### src/rtl/estacionamiento_multi.sv
// rtl/estacionamiento_multi.sv - multi-gate parking occupancy controller with saturating shared counter
module estacionamiento_multi #(
    parameter int NUM_GATES = 2,
    parameter int CAPACITY  = 7,
    parameter int CW        = 3
) (
    input  logic                 clk,
    input  logic                 reset,
    input  logic [NUM_GATES-1:0] a,
    input  logic [NUM_GATES-1:0] b,
    output logic [CW-1:0]        count,
    output logic                 full,
    output logic                 empty,
    output logic [NUM_GATES-1:0] ingreso,
    output logic [NUM_GATES-1:0] egreso,
    output logic                 overflow,
    output logic                 underflow
);

    localparam int GW = $clog2(NUM_GATES + 1);
    localparam int SW = (CW + 2 > GW + 2) ? CW + 2 : GW + 2;
    localparam logic signed [SW-1:0] CAP_S = SW'(CAPACITY);

    typedef enum logic [2:0] {IDLE, E1, E2, E3, X1, X2, X3} gstate_t;

    logic [NUM_GATES-1:0] a_s1, a_s2, b_s1, b_s2;
    logic [NUM_GATES-1:0] ev_in, ev_eg;
    gstate_t              st    [NUM_GATES];
    gstate_t              st_nx [NUM_GATES];
    logic signed [SW-1:0] u, d, n;

    always_ff @(posedge clk or negedge reset) begin
        if (!reset) begin
            a_s1 <= '0;
            a_s2 <= '0;
            b_s1 <= '0;
            b_s2 <= '0;
        end else begin
            a_s1 <= a;
            a_s2 <= a_s1;
            b_s1 <= b;
            b_s2 <= b_s1;
        end
    end

    // Event pulses are registered alongside the state so they coincide with leaving E3/X3.
    always_ff @(posedge clk or negedge reset) begin
        if (!reset) begin
            for (int i = 0; i < NUM_GATES; i++) st[i] <= IDLE;
            ingreso <= '0;
            egreso  <= '0;
        end else begin
            for (int i = 0; i < NUM_GATES; i++) st[i] <= st_nx[i];
            ingreso <= ev_in;
            egreso  <= ev_eg;
        end
    end

    always_comb begin
        for (int i = 0; i < NUM_GATES; i++) begin
            st_nx[i] = st[i];
            case (st[i])
                IDLE: case ({a_s2[i], b_s2[i]})
                    2'b10:   st_nx[i] = E1;
                    2'b01:   st_nx[i] = X1;
                    default: st_nx[i] = IDLE;
                endcase
                E1: case ({a_s2[i], b_s2[i]})
                    2'b11:   st_nx[i] = E2;
                    2'b00:   st_nx[i] = IDLE;
                    default: st_nx[i] = E1;
                endcase
                E2: case ({a_s2[i], b_s2[i]})
                    2'b01:   st_nx[i] = E3;
                    2'b10:   st_nx[i] = E1;
                    2'b00:   st_nx[i] = IDLE;
                    default: st_nx[i] = E2;
                endcase
                E3: case ({a_s2[i], b_s2[i]})
                    2'b00:   st_nx[i] = IDLE;
                    2'b11:   st_nx[i] = E2;
                    2'b10:   st_nx[i] = E1;
                    default: st_nx[i] = E3;
                endcase
                X1: case ({a_s2[i], b_s2[i]})
                    2'b11:   st_nx[i] = X2;
                    2'b00:   st_nx[i] = IDLE;
                    default: st_nx[i] = X1;
                endcase
                X2: case ({a_s2[i], b_s2[i]})
                    2'b10:   st_nx[i] = X3;
                    2'b01:   st_nx[i] = X1;
                    2'b00:   st_nx[i] = IDLE;
                    default: st_nx[i] = X2;
                endcase
                X3: case ({a_s2[i], b_s2[i]})
                    2'b00:   st_nx[i] = IDLE;
                    2'b11:   st_nx[i] = X2;
                    2'b01:   st_nx[i] = X1;
                    default: st_nx[i] = X3;
                endcase
                default: st_nx[i] = IDLE;
            endcase
        end
    end

    always_comb begin
        ev_in = '0;
        ev_eg = '0;
        for (int i = 0; i < NUM_GATES; i++) begin
            ev_in[i] = (st[i] == E3) && !a_s2[i] && !b_s2[i];
            ev_eg[i] = (st[i] == X3) && !a_s2[i] && !b_s2[i];
        end
    end

    // Entries and exits of the same cycle net out before clipping.
    always_comb begin
        u = '0;
        d = '0;
        for (int i = 0; i < NUM_GATES; i++) begin
            u = u + {{(SW-1){1'b0}}, ingreso[i]};
            d = d + {{(SW-1){1'b0}}, egreso[i]};
        end
        n = $signed({{(SW-CW){1'b0}}, count}) + u - d;
    end

    always_ff @(posedge clk or negedge reset) begin
        if (!reset) begin
            count     <= '0;
            overflow  <= 1'b0;
            underflow <= 1'b0;
        end else if (n > CAP_S) begin
            count     <= CW'(CAPACITY);
            overflow  <= 1'b1;
            underflow <= 1'b0;
        end else if (n[SW-1]) begin
            count     <= '0;
            overflow  <= 1'b0;
            underflow <= 1'b1;
        end else begin
            count     <= n[CW-1:0];
            overflow  <= 1'b0;
            underflow <= 1'b0;
        end
    end

    assign full  = (count == CW'(CAPACITY));
    assign empty = (count == '0);

endmodule

### config.mk
export PLATFORM = sky130hd
export DESIGN_NAME = estacionamiento_multi
export DESIGN_NICKNAME = d
export VERILOG_FILES = /design/src/rtl/estacionamiento_multi.sv
export SDC_FILE = /design/constraint.sdc
export NUM_CORES = 1
export LEC_CHECK = 0
export BUFFER_PORTS_ARGS = -buffer_cell sky130_fd_sc_hd__buf_2
export CAP_MARGIN = 20
export CORE_MARGIN = 4
export CORE_UTILIZATION = 45
export CTS_CLUSTER_DIAMETER = 40
export DETAILED_ROUTE_END_ITERATION = 16
export PLACE_DENSITY = 0.7
export RECOVER_POWER = 25
export REMOVE_ABC_BUFFERS = 1
export SYNTH_ARGS = -nofsm -noshare
export SYNTH_HDL_FRONTEND = slang
export SYNTH_SLANG_ARGS = --single-unit
export TNS_END_PERCENT = 50
### constraint.sdc
create_clock -name clk -period 5.83 [get_ports clk]
set_input_delay 1.166 -clock clk [delete_from_list [all_inputs] [get_ports clk]]
set_output_delay 1.166 -clock clk [all_outputs]
set_load 0.02 [all_outputs]
# Yosys cells after proc, flatten, opt, wreduce, memory -nomap -nowiden
# Index checks and enable logic that the tools add are counted.
[word_totals]
reg_bits = 23
latchBits = 0
ram_bits = 0
mem_bits_ro = 0
in_bits = 6
out_inout_bits = 11
memories = 0
[op_classes]
addsub = 4
n_mul = 0
div_mod_pow = 0
n_lt_le_gt_ge = 1
n_eq_ne = 19
shift = 0
mux = 21
bitwise = 0
n_reduce_logical = 17
[op_table]
columns = ["operator", "count"]
rows = [
  ["3-bit case mux with 7 select lines", 2],
  ["3-bit case mux with 3 select lines", 4],
  ["2-bit case mux with 3 select lines", 4],
  ["3-bit case mux with 2 select lines", 4],
  ["3-bit equality test, second input constant", 7],
  ["3-bit by 2-bit equality test with 1-bit output, second input constant", 4],
  ["3-bit logical NOT", 3],
  ["2-bit equality test, second input constant", 4],
  ["1-bit logical AND", 8],
  ["2-bit case mux with 2 select lines", 2],
  ["3-bit by 1-bit equality test with 1-bit output, second input constant", 2],
  ["3-bit two-way mux", 2],
  ["5-bit by 4-bit greater-than comparator with 1-bit output, second input constant", 1],
  ["4-bit by 2-bit subtractor with 5-bit output", 1],
  ["1-bit by 1-bit adder with 2-bit output", 2],
  ["3-bit by 2-bit adder with 4-bit output", 1],
  ["2-bit by 1-bit equality test with 1-bit output, second input constant", 2],
  ["1-bit logical NOT", 4],
  ["2-bit logical NOT", 2],
  ["1-bit two-way mux", 3],
]

# Longest topological paths before layout
# Gate-level depths: netlist of the first run.
[depth]
depth_word = 5
mapped_depth = 9
ltp_nobuf = 9

# Least setup slack after synthesis of the first run
# OpenSTA, ideal clock, no wires.
[synth_path]
kind = "reg2out"
from = "reg count[2]"
to = "out full"
arrival_ns = 1.187
setup_slack_ns = 3.477
path_stages_with_launch = 3
n_path_buf = 0
path_cell_list = "dfrtp_1 -> inv_1 -> nor3_1"
[synth_between]
elab_chain_cells = 1
[synth_lines]
columns = ["element", "line", "text"]
rows = [
  ["from (decl)", "11", "output logic [CW-1:0] count,"],
  ["from (signal assigned)", "133", "count <= CW'(CAPACITY);"],
  ["from (signal assigned)", "141", "count <= n[CW-1:0];"],
  ["3-bit equality test", "147", "assign full = (count == CW'(CAPACITY));"],
  ["to (decl)", "12", "output logic full,"],
]
# No other way between the ends.

# Final worst setup path of the first run
# Ends and elaborated chain as after synthesis.

==> impl_metrics.yaml, run 1 <==
worst_setup_path:
  crit_chain: "inv_1 -> nor3_1 -> buf_2"
  cpPeakStageDelay_ns: 0.43
  worstSetupStartpointType: "flop"
  crit_required_ns: 4.66
  cp.arrival_ns: 1.26
  critPathKind: "reg -> out"
  path_buf_inv: 2
  end_kind: "output pin"
  critPathSlowestCell: "dfrtp_1"
  crit_family: "flip-flops"
  crit_fanout: 5
layout:
  num_antenna_cells: 0
  syn2layout_area_growth_pct: 8.829
  drive_gt1_frac: 0.1493
  multi_input_area_um2: 626.9
  seqCellArea_um2: 575.6
  fillers: 257
  num-nets-final: 163
place:
  place_hpwl_um: 1647
  routabilityCongestion: 0.8635
  numPortBuffers: 16
  place_ws_ns: 3.518
timing:
  clock_skew_ns: 0.006650
  setup-tns-final_ns: 0
  fmaxAchievable_mhz: 411.7
  relSlewSlack: 0.1933
  finalWorstSetupSlack_ns: 3.401
  worstMarginPinSlew_ns: 1.210
  slew_viol_final: 0
  rsz0062_at_grt: "false"
  finalHoldViolCount: 0
  setup_viol: 0
  period_share: 0.4166
  min_period_ns: 2.429
detailed_routing:
  via_count: 857
  finalWirelength_um: 2102
  dr.pass1.iters: 4
  drtIter0Drc: 27
  drtAntennaViolNets: 0
  routed_via_density: 5.194
  drc_errors: 0
  wire_per_inst_um: 12.74
status:
  status: "finished, final reports clean"
clock_tree:
  clock_path_buffers: 2
  cts_buffers: 3
  cts_max_level: 1
  post_cts_buffers: 0
  clock-root-buffer: "clkbuf_4"
  insertion_delay_ns: 0.30
  cts_tree: "built"
  clock-sinks: 23
  path_clk_slew_ns: 0.13
  ctsResizeCount: 0
  hold_buffers: 0
global_route:
  grt_max_degree: 24
  grt_usage: 0.1287
  antenna_found_initial: 0
  grt_overflow: 0
  grt_pass1_vias: 916
  grt_pass1_wl_um: 3726
power:
  p_switching_mw: 0.2148
  share_seq_of_total_power: 0.498
  p_int_mw: 0.3029
  powerDensity_nw_per_um2: 364.8
  ir_drop_v: 0.0002842
  switching_share: 0.4149
  power_frac_clock: 0.137
  power_frac_comb: 0.365
  p_leak_nw: 0.7259
floorplanning:
  die_h_um: 61.83
  io_pins: 17
  rows: 19
  die_w_um: 61.83
  initial_core_util: 0.4728
  die_area_um2: 3822
  core_um2: 2758
logic_synthesis:
  syn_area_um2: 1304
  synthCells: 119
  ys_seq_elements: 23
  synth-seq-area-share: 0.4415
  yosys_warnings: 0
  avgSynthCellArea_um2: 10.96
  synth_cell_type_count: 34
worst_hold_path:
  holdCritPathClass: "reg -> reg"
job:
  drv_cap: 0
[stage by stage]
stage / total power [mW] / cell area (um^2) / cells / hold slack (ns) / utilization
after floorplan: 0.3891 / 1274 / 114 / 0.3312 / -
after global placement: 0.4396 / 1393 / 161 / 0.3337 / 0.5050
after detailed placement: 0.4519 / 1393 / 161 / 0.3364 / 0.5050
after CTS: 0.5246 / 1420 / 165 / 0.3662 / 0.5150
after global routing: 0.5669 / 1419 / 165 / 0.3764 / 0.5145
final: 0.5177 / 1419 / 165 / 0.3629 / 0.5145
[flip-flops by register name, indices dropped and copies added (netlist names)]
register	count
underflow	1
a_s2	2
overflow	1
st	6
b_s1	2
b_s2	2
ingreso	2
count	3
a_s1	2
egreso	2
[power by group through the flow]
stage          clock, mW  combinational (mW)  sequential, mW
2_1_floorplan          0               0.125           0.264
3_3_place_gp           0               0.183           0.257
3_5_place_dp           0               0.192           0.260
4_1_cts           0.0753               0.192           0.257
5_1_grt           0.0813               0.218           0.267
6_report          0.0710               0.189           0.258
[cell type report]
cell class | instances | area share
multi-input cells | 72 | 0.4418
flip-flops and latches | 23 | 0.4056
clock buffers | 3 | 0.01587
well taps | 31 | 0.02734
repair buffers | 16 | 0.05556
clock inverters | 1 | 0.003527
inverters | 19 | 0.05026
[layer usage]
layer  global-route usage  up-vias  routed length (um)
met4              0.04242        0                  34
met5                    0        -                   0
met3              0.02686        4                 122
li1                     -      422                   -
met1               0.1519      411                 837
met2               0.2317       20                1106
[kinds of logic after synthesis]
group / share of synthesized area
compound gates: 0.07870
flops: 0.4415
fa+ha+maj: 0.2342
simple gates: 0.1392
xor+xnor: 0.01344
buf+inv: 0.07773
mux: 0.01536
[layout by cell type (no fill, tap or decap), drive strengths merged]
cell / synthesis / layout
nand3: 2 / 2
nor4: 2 / 2
nor3: 3 / 3
nand2: 6 / 6
mux2i: 2 / 2
nand2b: 3 / 3
clkbuf: 1 / 4
nor4b: 1 / 1
o311ai: 1 / 1
nand3b: 1 / 1
clkinv: 0 / 1
a311o: 1 / 1
a21boi: 1 / 1
a211oi: 2 / 2
buf: 4 / 15
nor2: 7 / 7
inv: 19 / 19
a2111oi: 1 / 1
o2bb2ai: 1 / 1
xor2: 2 / 2
and4b: 1 / 1
a31oi: 1 / 1
a21o: 1 / 1
a311oi: 1 / 1
nor2b: 2 / 2
nor3b: 2 / 2
a21oi: 3 / 3
nand4bb: 1 / 1
fa: 4 / 4
o22ai: 1 / 1
nand4b: 1 / 1
dfrtp: 23 / 23
ha: 18 / 18
[path summary, 6_finish.rpt]
kind                            startpoint  endpoint  slack, ns  depth (start not counted)
worst max-delay path              count[2]      full       3.40                          3
worst min-delay path               b_s1[0]   b_s2[0]       0.36                          0
worst max register to register  ingreso[0]  count[1]       3.52                          8
worst min register to register     b_s1[0]   b_s2[0]       0.36                          0
max in group asynchronous            reset  count[0]       4.03                          1
min in group asynchronous            reset  count[2]       1.08                          1
[synthesized netlist by cell type]
library cell | number | area share
a21boi_0 | 1 | 0.0058
a2111oi_0 | 1 | 0.0067
nand2_2 | 1 | 0.0048
a21oi_1 | 3 | 0.012
mux2i_1 | 2 | 0.015
o311ai_1 | 1 | 0.0067
o2bb2ai_1 | 1 | 0.0067
a311o_1 | 1 | 0.0077
nor3b_1 | 2 | 0.012
xor2_1 | 2 | 0.013
a31oi_1 | 1 | 0.0048
fa_1 | 4 | 0.061
buf_6 | 1 | 0.0086
nand3b_1 | 1 | 0.0058
nand4bb_1 | 1 | 0.0086
nand4b_1 | 1 | 0.0067
inv_1 | 19 | 0.055
nand2b_1 | 3 | 0.014
dfrtp_1 | 23 | 0.44
nor4b_1 | 1 | 0.0067
clkbuf_1 | 1 | 0.0029
a21o_1 | 1 | 0.0058
nand3_1 | 2 | 0.0077
nand2_1 | 5 | 0.014
nor3_1 | 3 | 0.012
and4b_1 | 1 | 0.0077
nor2b_1 | 2 | 0.0096
a211oi_1 | 2 | 0.012
ha_1 | 18 | 0.17
nor2_1 | 7 | 0.020
a311oi_1 | 1 | 0.0067
buf_2 | 3 | 0.012
o22ai_1 | 1 | 0.0048
nor4_1 | 2 | 0.0096
(Power assumes the default switching activity.)
==> run 2, diff against run 1 <==
clock period = 2.5 ns   (was 5.83 ns; I/O delays follow)
==> run 2 against run 1 <==
Worst setup slack lost 3.2 ns. Power grew 130%. Via count grew 1.5%. Critical endpoint is now count[1]. Clock-buffer cell count is the same.
==> impl_metrics.yaml, run 2 (synthesized netlist as in run 1, its figures left out) <==
place:
  place_hpwl_um: 1607
  numPortBuffers: 16
  routabilityCongestion: 0.8610
clock_tree:
  path_clk_slew_ns: 0.12
  clock-root-buffer: "clkbuf_4"
  cts_buffers: 3
  insertion_delay_ns: 0.31
  clock_path_buffers: 2
  clock-sinks: 23
  hold_buffers: 0
  cts_tree: "built"
  post_cts_buffers: 0
  ctsResizeCount: 0
  cts_max_level: 1
power:
  total_power_mw: 1.198
  p_leak_nw: 0.7259
  share_seq_of_total_power: 0.499
  powerDensity_nw_per_um2: 844.6
  ir_drop_v: 0.0005433
  p_int_mw: 0.7055
  p_switching_mw: 0.4928
  power_frac_clock: 0.140
  power_frac_comb: 0.361
  switching_share: 0.4113
layout:
  layout_commonest_cell: "dfrtp_1"
  drive_gt1_frac: 0.1493
  reg_top3: "st: 6 flops, count: 3 flops"
  num-nets-final: 163
  syn2layout_area_growth_pct: 8.829
  largest_reg_flops: 6
  num_antenna_cells: 0
  layout_common_cells: "dfrtp_1, inv_1, ha_1, buf_2, nor2_1"
  top_register: "st"
  fillers: 252
detailed_routing:
  drtAntennaViolNets: 0
  drtIter0Drc: 32
  wl_met2_um: 1056
  routed_via_density: 5.273
  dr.pass1.iters: 4
  drc_errors: 0
  wl_met1_um: 810
  via_count: 870
  wire_per_inst_um: 12.13
  routed.top_layer: "met4"
  finalWirelength_um: 2001
  wl_met3_um: 126
worst_hold_path:
  min_path_cells: 1
  min-delay-start: "b[0]"
  holdCritPathClass: "in -> reg"
  whs_endpoint: "b_s1[0]"
worst_setup_path:
  r2r_setup_slack_ns: 0.22
  path_buf_inv: 2
  reg2reg_depth: 8
  critPathSlowestCell: "fa_1"
  cpPeakStageDelay_ns: 0.53
  end_kind: "flop"
  crit_required_ns: 2.67
  crit_family: "adder cells"
  cp.arrival_ns: 2.45
  worstSetupStartpointType: "flop"
  r2r_end: "count[1]"
  crit_fanout: 3
  r2r-start: "ingreso[0]"
  critPathKind: "reg -> reg"
  cpMostUsedCell: "fa_1"
  crit_chain: "fa_1 -> inv_1 -> fa_1 -> inv_1 -> ha_1 -> fa_1 -> xor2_1 -> a21oi_1"
floorplanning:
  core_um2: 2758
  initial_core_util: 0.4728
  rows: 19
  io_pins: 17
  die_h_um: 61.83
  die_area_um2: 3822
  die_w_um: 61.83
global_route:
  grt_usage: 0.1198
  grt_max_degree: 24
  grt_pass1_vias: 807
  antenna_found_initial: 0
  grt_pass1_wl_um: 3394
  grt_overflow: 0
status:
  status: "finished, final reports clean"
timing:
  clock_skew_ns: 0.003803
  rsz0062_at_grt: "false"
  setup_viol: 0
  hold_slack_ns: 0.2863
  finalHoldViolCount: 0
  setup-tns-final_ns: 0
  worstMarginPinSlew_ns: 1.180
  slew_viol_final: 0
  fmaxAchievable_mhz: 439.5
  min_period_ns: 2.276
  relSlewSlack: 0.2133
  period_share: 0.9102
job:
  drv_cap: 0
run 2: final cells by class:
type | instances | area [um^2] | share of cell area
Inverter | 19 | 71.32 | 0.05026
Clock inverter | 1 | 5.005 | 0.003527
Timing Repair Buffer | 16 | 78.83 | 0.05556
Sequential cell | 23 | 575.6 | 0.4056
Tap cell | 31 | 38.79 | 0.02734
Multi-Input combinational cell | 72 | 626.9 | 0.4418
Clock buffer | 3 | 22.52 | 0.01587
run 2: routing by layer:
layer	global-route usage	vias to the layer above
met5	0	-
met4	0.03636	0
met3	0.02686	2
met2	0.2182	24
met1	0.1393	427
li1	-	417
run 2: worst max path at each step:
stage,from,end,slack (ns),depth (start not counted)
2_1_floorplan,egreso[0],count[0],0.27,9
3_3_place_gp,ingreso[0],count[0],0.32,8
3_5_place_dp,ingreso[0],count[1],0.22,8
4_1_cts,ingreso[0],count[1],0.20,8
5_1_grt,ingreso[0],count[1],0.04,8
6_report,ingreso[0],count[1],0.22,8
run 2: power by group through the flow:
stage	registers [mW]	logic (mW)	clock network [mW]
6_report	0.599	0.432	0.167
5_1_grt	0.619	0.502	0.197
4_1_cts	0.598	0.442	0.177
3_5_place_dp	0.605	0.442	0
3_3_place_gp	0.599	0.426	0
2_1_floorplan	0.615	0.293	0
run 2: metrics by stage:
step | cell area [um^2] | worst slack (ns) | std cells | utilization
3_5_place_dp | 1393 | 0.2205 | 161 | 0.5050
6_report | 1419 | 0.2244 | 165 | 0.5145
4_1_cts | 1420 | 0.1996 | 165 | 0.5150
5_1_grt | 1419 | 0.03866 | 165 | 0.5145
2_1_floorplan | 1274 | 0.2707 | 114 | -
3_3_place_gp | 1393 | 0.3173 | 161 | 0.5050
==> run 3, diff against run 2 <==
CORE_ASPECT_RATIO = 0.9   (was not set)
==> run 3 against run 2 <==
Fmax grew 0.89%. Sequential share of layout area fell by 0.28 points. Cell area rose by 0.71%. Flip-flop and latch count stayed put. Worst setup slack better by 0.020 ns. Critical path depth stayed put. Combinational power up 0.9%. Wire length fell by 1.4%. Hold slack better by 0.013 ns. Critical path type unchanged. Largest power group unchanged. Highest routed layer unchanged.
==> impl_metrics.yaml, run 3 (synthesized netlist as in run 1, its figures left out) <==
layout:
  largest_reg_flops: 6
  seqCellArea_um2: 575.6
  reg_top3: "st: 6 flops, count: 3 flops"
  syn2layout_area_growth_pct: 9.597
  layout_common_cells: "dfrtp_1, inv_1, ha_1, buf_2, nor2_1"
  top_register: "st"
  num-nets-final: 163
  layout_commonest_cell: "dfrtp_1"
  multi_input_area_um2: 626.9
  num_antenna_cells: 0
  fillers: 275
  drive_gt1_frac: 0.1418
clock_tree:
  clock-root-buffer: "clkbuf_4"
  ctsResizeCount: 0
  post_cts_buffers: 0
  cts_tree: "built"
  clock-sinks: 23
  insertion_delay_ns: 0.30
  cts_max_level: 1
  path_clk_slew_ns: 0.11
  hold_buffers: 0
  cts_buffers: 3
  clock_path_buffers: 2
timing:
  fmaxAchievable_mhz: 443.4
  worstMarginPinSlew_ns: 1.178
  min_period_ns: 2.255
  rsz0062_at_grt: "false"
  hold_slack_ns: 0.2994
  clock_skew_ns: 0.004267
  finalHoldViolCount: 0
  slew_viol_final: 0
  setup_viol: 0
  setup-tns-final_ns: 0
  period_share: 0.9022
  relSlewSlack: 0.2150
worst_setup_path:
  path_buf_inv: 2
  worstSetupStartpointType: "flop"
  cp.arrival_ns: 2.43
  cpMostUsedCell: "fa_1"
  critPathKind: "reg -> reg"
  crit_required_ns: 2.68
  critPathSlowestCell: "fa_1"
  crit_fanout: 3
  crit_chain: "fa_1 -> inv_1 -> fa_1 -> inv_1 -> ha_1 -> fa_1 -> xor2_1 -> a21oi_1"
  cpPeakStageDelay_ns: 0.53
  end_kind: "flop"
  crit_family: "adder cells"
status:
  status: "finished, final reports clean"
job:
  drv_cap: 0
detailed_routing:
  drtAntennaViolNets: 0
  drc_errors: 0
  drtIter0Drc: 20
  routed_via_density: 4.816
  finalWirelength_um: 1973
  wire_per_inst_um: 11.34
  dr.pass1.iters: 4
  via_count: 838
global_route:
  antenna_found_initial: 0
  use_met1: 0.1565
  grtUsageMet2: 0.2012
  grt_pass1_wl_um: 3629
  grt_pass1_vias: 847
  grt_usage: 0.1216
  grt_overflow: 0
  grt_max_degree: 24
  globalRouteMet3Util: 0.03605
  grt_busiest_layer: "met2"
place:
  place_hpwl_um: 1573
  routabilityCongestion: 0.8256
  numPortBuffers: 16
floorplanning:
  io_pins: 17
  initial_core_util: 0.4706
  die_w_um: 64.74
  core_um2: 2770
  die_h_um: 59.07
  rows: 18
  die_area_um2: 3824
worst_hold_path:
  holdCritPathClass: "in -> reg"
power:
  ir_drop_v: 0.0003086
  p_leak_nw: 0.7232
  total_power_mw: 1.199
  powerDensity_nw_per_um2: 839.2
## run 3: final cells by class
type,count,area share
clock buffers,4,0.01839
inverters,19,0.04991
multi-input cells,72,0.4387
flip-flops and latches,23,0.4028
well taps,40,0.03503
repair buffers,16,0.05517
## run 3: worst register-to-register path, stage by stage, from the launching register on
cell     delay [ns]
dfrtp_1        0.41
fa_1           0.53
inv_1          0.05
fa_1           0.36
inv_1          0.06
ha_1           0.19
fa_1           0.21
xor2_1         0.22
a21oi_1        0.11
## run 3: metal layers
| layer | routed length (um) | share of wire |
|---|---|---|
| met5 | 0 | 0 |
| met3 | 121 | 0.061 |
| met2 | 928 | 0.47 |
| met4 | 38 | 0.019 |
| met1 | 885 | 0.45 |
## run 3: power by group
group	total, mW	switching (mW)	internal, mW
Clock	0.161	0.0992	0.0621
Combinational	0.436	0.244	0.192
Sequential	0.601	0.146	0.456
Total	1.20	0.489	0.710
## run 3: path summary, 6_finish.rpt
path | start | to | slack, ns | cells after the start
max in group asynchronous | reset | b_s2[1] | 1.40 | 1
max | ingreso[0] | count[0] | 0.24 | 8
max reg2reg | ingreso[0] | count[0] | 0.24 | 8
min in group asynchronous | reset | count[2] | 0.40 | 1
min reg2reg | b_s1[1] | b_s2[1] | 0.36 | 0
min | b[1] | b_s1[1] | 0.30 | 1
## run 3: through the flow
| step | instance area [um^2] | std cells | setup slack (ns) | util |
|---|---|---|---|---|
| after CTS | 1430 | 174 | 0.2258 | 0.5163 |
| final | 1429 | 174 | 0.2445 | 0.5158 |
| after floorplan | 1274 | 114 | 0.2707 | - |
| after global routing | 1429 | 174 | 0.01473 | 0.5158 |
| after global placement | 1404 | 170 | 0.3227 | 0.5068 |
| after detailed placement | 1404 | 170 | 0.2416 | 0.5068 |
